**src/rtl/alu_share_arbiter.sv**
```systemverilog
// Round-robin share of one combinational ALU between two requesters.
// Each operation runs accept (IDLE) -> EXEC (drive ALU, capture) -> RESP (hold until owner acks).
module alu_share_arbiter #(
  parameter int WIDTH  = 32,
  parameter int CTRL_W = 4,
  parameter int CNT_W  = 16
) (
  input  logic              clk,
  input  logic              reset,
  input  logic              req0_valid,
  output logic              req0_ready,
  input  logic [WIDTH-1:0]  req0_a,
  input  logic [WIDTH-1:0]  req0_b,
  input  logic [CTRL_W-1:0] req0_ctrl,
  input  logic              req1_valid,
  output logic              req1_ready,
  input  logic [WIDTH-1:0]  req1_a,
  input  logic [WIDTH-1:0]  req1_b,
  input  logic [CTRL_W-1:0] req1_ctrl,
  output logic              rsp0_valid,
  input  logic              rsp0_ack,
  output logic              rsp1_valid,
  input  logic              rsp1_ack,
  output logic [WIDTH-1:0]  rsp_result,
  output logic              rsp_zero,
  output logic [WIDTH-1:0]  alu_in1,
  output logic [WIDTH-1:0]  alu_in2,
  output logic [CTRL_W-1:0] alu_ctrl,
  input  logic [WIDTH-1:0]  alu_result,
  input  logic              alu_zero,
  output logic              busy,
  output logic [CNT_W-1:0]  op_count
);

  typedef enum logic [1:0] {IDLE = 2'd0, EXEC = 2'd1, RESP = 2'd2} state_t;

  typedef struct packed {
    logic [WIDTH-1:0]  a;
    logic [WIDTH-1:0]  b;
    logic [CTRL_W-1:0] ctrl;
  } op_t;

  state_t           state_q, state_d;
  op_t              op_q, op_d;
  logic             owner_q, owner_d;
  logic             last_q, last_d;
  logic [WIDTH-1:0] res_q, res_d;
  logic             zero_q, zero_d;
  logic [CNT_W-1:0] cnt_q, cnt_d;

  logic [1:0] vld, ack, gnt_oh, own_oh, rdy, rsp_vld;
  op_t  [1:0] req_op;
  logic       gnt_any, gnt_id;

  assign vld       = {req1_valid, req0_valid};
  assign ack       = {rsp1_ack, rsp0_ack};
  assign req_op[0] = {req0_a, req0_b, req0_ctrl};
  assign req_op[1] = {req1_a, req1_b, req1_ctrl};

  // On a tie the requester not served last wins; a lone requester always wins.
  always_comb begin
    gnt_any = |vld;
    gnt_id  = (&vld) ? ~last_q : vld[1];
    gnt_oh  = gnt_any ? (gnt_id ? 2'b10 : 2'b01) : 2'b00;
    own_oh  = owner_q ? 2'b10 : 2'b01;
  end

  always_comb begin
    state_d = state_q;
    op_d    = op_q;
    owner_d = owner_q;
    last_d  = last_q;
    res_d   = res_q;
    zero_d  = zero_q;
    cnt_d   = cnt_q;
    case (state_q)
      IDLE: begin
        if (gnt_any) begin
          op_d    = req_op[gnt_id];
          owner_d = gnt_id;
          last_d  = gnt_id;
          state_d = EXEC;
        end
      end
      EXEC: begin
        res_d   = alu_result;
        zero_d  = alu_zero;
        state_d = RESP;
      end
      RESP: begin
        if (ack[owner_q]) begin
          cnt_d   = (&cnt_q) ? cnt_q : cnt_q + 1'b1;
          state_d = IDLE;
        end
      end
      default: state_d = IDLE;
    endcase
  end

  always_ff @(posedge clk or posedge reset) begin
    if (reset) begin
      state_q <= IDLE;
      op_q    <= '0;
      owner_q <= 1'b0;
      last_q  <= 1'b1;
      res_q   <= '0;
      zero_q  <= 1'b0;
      cnt_q   <= '0;
    end else begin
      state_q <= state_d;
      op_q    <= op_d;
      owner_q <= owner_d;
      last_q  <= last_d;
      res_q   <= res_d;
      zero_q  <= zero_d;
      cnt_q   <= cnt_d;
    end
  end

  assign rdy     = {2{state_q == IDLE}} & gnt_oh;
  assign rsp_vld = {2{state_q == RESP}} & own_oh;

  assign req0_ready = rdy[0];
  assign req1_ready = rdy[1];
  assign rsp0_valid = rsp_vld[0];
  assign rsp1_valid = rsp_vld[1];
  assign rsp_result = res_q;
  assign rsp_zero   = zero_q;

  // Operands stay on the ALU inputs; only the control code is gated to the ALU default outside EXEC.
  assign alu_in1  = op_q.a;
  assign alu_in2  = op_q.b;
  assign alu_ctrl = (state_q == EXEC) ? op_q.ctrl : '0;
  assign busy     = (state_q != IDLE);
  assign op_count = cnt_q;

endmodule
```
**config.mk**
```make
export PLATFORM = sky130hd
export DESIGN_NAME = alu_share_arbiter
export DESIGN_NICKNAME = d
export VERILOG_FILES = /design/src/rtl/alu_share_arbiter.sv
export SDC_FILE = /design/constraint.sdc
export NUM_CORES = 1
export LEC_CHECK = 0
export BUFFER_PORTS_ARGS = -buffer_cell sky130_fd_sc_hd__buf_4
export CORE_MARGIN = 8
export CORE_UTILIZATION = 43
export CTS_BUF_LIST = sky130_fd_sc_hd__clkbuf_8
export DETAILED_ROUTE_END_ITERATION = 12
export PLACE_DENSITY = 0.79
export REMOVE_ABC_BUFFERS = 1
export SYNTH_ARGS = -nofsm -noshare
export SYNTH_HDL_FRONTEND = slang
export SYNTH_SLANG_ARGS = --single-unit
```
**constraint.sdc**
```tcl
create_clock -name clk -period 3.3 [get_ports clk]
set_input_delay 0.33 -clock clk [delete_from_list [all_inputs] [get_ports clk]]
set_output_delay 0.33 -clock clk [all_outputs]
set_load 0.03 [all_outputs]
```
==> flow_summary.json <==
{
  "status": "finished, final reports clean",
  "fmax_ghz": 0.3707,
  "syn-cell-area_um2": 5818,
  "synth_edf_count": 0,
  "drtPass1Iterations": 4,
  "hold_buffers": 1,
  "synth_largest_area_cell": "dfrtp_1",
  "final-max-slew-violation-count": 0,
  "ys_top_cells_by_count": "dfrtp_1, buf_4, nand2_1, o21ai_0, mux2i_1",
  "p_leak_nw": 4.153,
  "grt_max_degree": 85,
  "grt_pass1_wl_um": 27320,
  "final_cells": 938,
  "reg2reg_depth": 5,
  "clockBufferDepth": 2,
  "hold_viol_final": 0,
  "routed_wl_um": 17220,
  "use_met1": 0.2007,
  "track_usage": 0.1965,
  "port_buffers": 296,
  "clk_latency_ps": 430,
  "worstHoldPathCells": 2,
  "syn_to_final_growth_pct": 40.34,
  "num_rows": 42,
  "syn_avg_cell_area_um2": 11.23,
  "drc_errors": 0,
  "viasPerCell": 4.939,
  "postPlaceCellArea_um2": 7736,
  "grt-busiest-layer": "met2",
  "end_kind": "output port",
  "antenna_left": 0,
  "worstMarginPinSlew_ps": 1020,
  "num-fill-cells": 1121,
  "drv_cap": 0,
  "setup_viol": 0,
  "coreArea_um2": 13240,
  "ir_drop_uv": 525.7,
  "ys_ff_latch": 121,
  "io_pins": 297,
  "synth_cell_types": 38,
  "crit_path_max_fanout": 13,
  "met3_usage": 0.08689,
  "finClkSkew_ps": 6.940,
  "postCtsResizedCells": 0,
  "vias": 4633,
  "synth_flop_cell": "dfrtp_1",
  "reg2reg_from": "state_q[0]",
  "crit_required_ps": 2970,
  "rsz0062_at_grt": "false",
  "ys_top_cells_by_area": "dfrtp_1, mux2i_1, buf_4",
  "crit_arrival_ps": 2370,
  "critPathLaunchType": "register",
  "grt_pass1_vias": 5155,
  "max_slew_margin": 0.3172,
  "stdcell_area_um2": 8165,
  "numCtsBuffers": 17,
  "fin_crit_ps": 2698,
  "clock-root-buffer": "clkbuf_8",
  "die_x_um": 132.3,
  "hp-start": "req0_a[7]",
  "reg2reg_setup_slack_ps": 1270,
  "worstHoldEndpoint": "alu_in1[7]",
  "diodes": 0,
  "numPlacedInstances": 906,
  "initial_core_util": 0.4393,
  "gr-total-overflow": 0,
  "worst_hold_slack_ps": 94.24,
  "drive_above_1_share": 0.4974,
  "die-area_um2": 17510,
  "ys_async_sr_fraction": 1.000,
  "cts_setup_buffers": 0,
  "synth_top_area_share": 0.5161,
  "hold_path.class": "in -> reg",
  "r2r_end": "alu_in1[29]",
  "syn_inst": 518,
  "critPathKind": "reg -> out",
  "num-nets-final": 926,
  "gp_congestion": 0.8198,
  "synth.most_common_cell": "dfrtp_1",
  "power_density_nw_per_um2": 1002,
  "post-dp-hpwl_um": 13610,
  "postLayoutCoreUtil": 0.6166,
  "antenna_found_initial": 0,
  "cts_tree": "done",
  "chipHeight_um": 132.3,
  "wl_per_cell_um": 18.36,
  "ys_warn_count": 0,
  "finalCritPeriodShare": 0.8175,
  "cts_sinks": 121,
  "cts.clk_slew.worst_paths_ps": 70,
  "htree_levels": 4,
  "power_mw": 8.179,
  "use_met2": 0.3416,
  "ys_seq_area_frac": 0.5206,
  "drtIter0Drc": 195
}
## per-stage QoR
step | setup TNS, ps | worst slack [ps]
after floorplan | -168930 | -2873
after global placement | 0 | 1049
after detailed placement | 0 | 977.8
after CTS | 0 | 483.0
after global routing | 0 | 401.9
final | 0 | 602.2
## worst max-delay path, cell delays in order, from the launching register on
cell	delay (ps)
dfrtp_1	400
nor2_1	340
o21ai_4	100
nor2_1	790
buf_4	300
## cells by family (layout without fill, tap and decap cells)
| logic type | after synthesis | in the layout | synth area share |
|---|---|---|---|
| DFF | 121 | 121 | 0.5206 |
| xor gates and xnor gates | 13 | 13 | 0.01957 |
| AOI/OAI and AO/OA | 89 | 89 | 0.09140 |
| adders and majority gates | 1 | 1 | 0.002150 |
| and+or+nand+nor | 103 | 103 | 0.08903 |
| buffers and inverters | 99 | 343 | 0.1108 |
| muxes | 92 | 92 | 0.1665 |
## how the worst max path moves through the flow
stage                from          to  slack, ps
3_5_place_dp   state_q[1]  req0_ready        980
3_3_place_gp   state_q[1]  req0_ready       1050
6_report       state_q[1]  req0_ready        600
2_1_floorplan      last_q  alu_in1[0]      -2870
4_1_cts        state_q[1]  req0_ready        480
5_1_grt        state_q[1]  req0_ready        400
## cell type report
type | count | area (um^2) | share of cell area
well taps | 176 | 220.2 | 0.02697
clock inverters | 7 | 88.84 | 0.01088
multi-input cells | 298 | 2167 | 0.2654
inverters | 8 | 32.53 | 0.003984
clock buffers | 24 | 330.3 | 0.04045
flip-flops and latches | 121 | 3029 | 0.3710
repair buffers | 304 | 2297 | 0.2813
## per-layer routing
| metal | vias up | part of all wire |
|---|---|---|
| met4 | 0 | 0.023 |
| li1 | 2180 | - |
| met1 | 2202 | 0.36 |
| met2 | 220 | 0.52 |
| met3 | 31 | 0.098 |
| met5 | - | 0 |
## cell usage in the layout (no fill, tap or decap), types with 5 or more instances in the layout
| cell type | synthesis | routed |
|---|---|---|
| a21o_1 | 14 | 14 |
| buf_4 | 69 | 302 |
| mux2i_1 | 57 | 57 |
| nand2_1 | 59 | 59 |
| xor2_1 | 8 | 8 |
| a22o_1 | 12 | 12 |
| mux2_2 | 34 | 34 |
| clkbuf_8 | 0 | 24 |
| nand4_1 | 5 | 5 |
| o21ai_0 | 59 | 59 |
| nor2_1 | 9 | 9 |
| nand3_1 | 6 | 6 |
| xnor2_1 | 5 | 5 |
| inv_1 | 8 | 8 |
| dfrtp_1 | 120 | 120 |
## state kept, by name, summed over array words and instances, names as in the netlist
signal and count:
alu_in1 32, alu_in2 32, rsp_result 32, op_count 16
op_q 4, state_q 2, last_q 1, owner_q 1
rsp_zero 1
## report_power, final
part | internal (mW) | switching [mW] | total (mW)
combinational | 1.66 | 2.55 | 4.21
sequential | 2.18 | 0.423 | 2.60
clock | 0.804 | 0.571 | 1.37
total | 4.64 | 3.54 | 8.18
(Power assumes the default switching activity.)
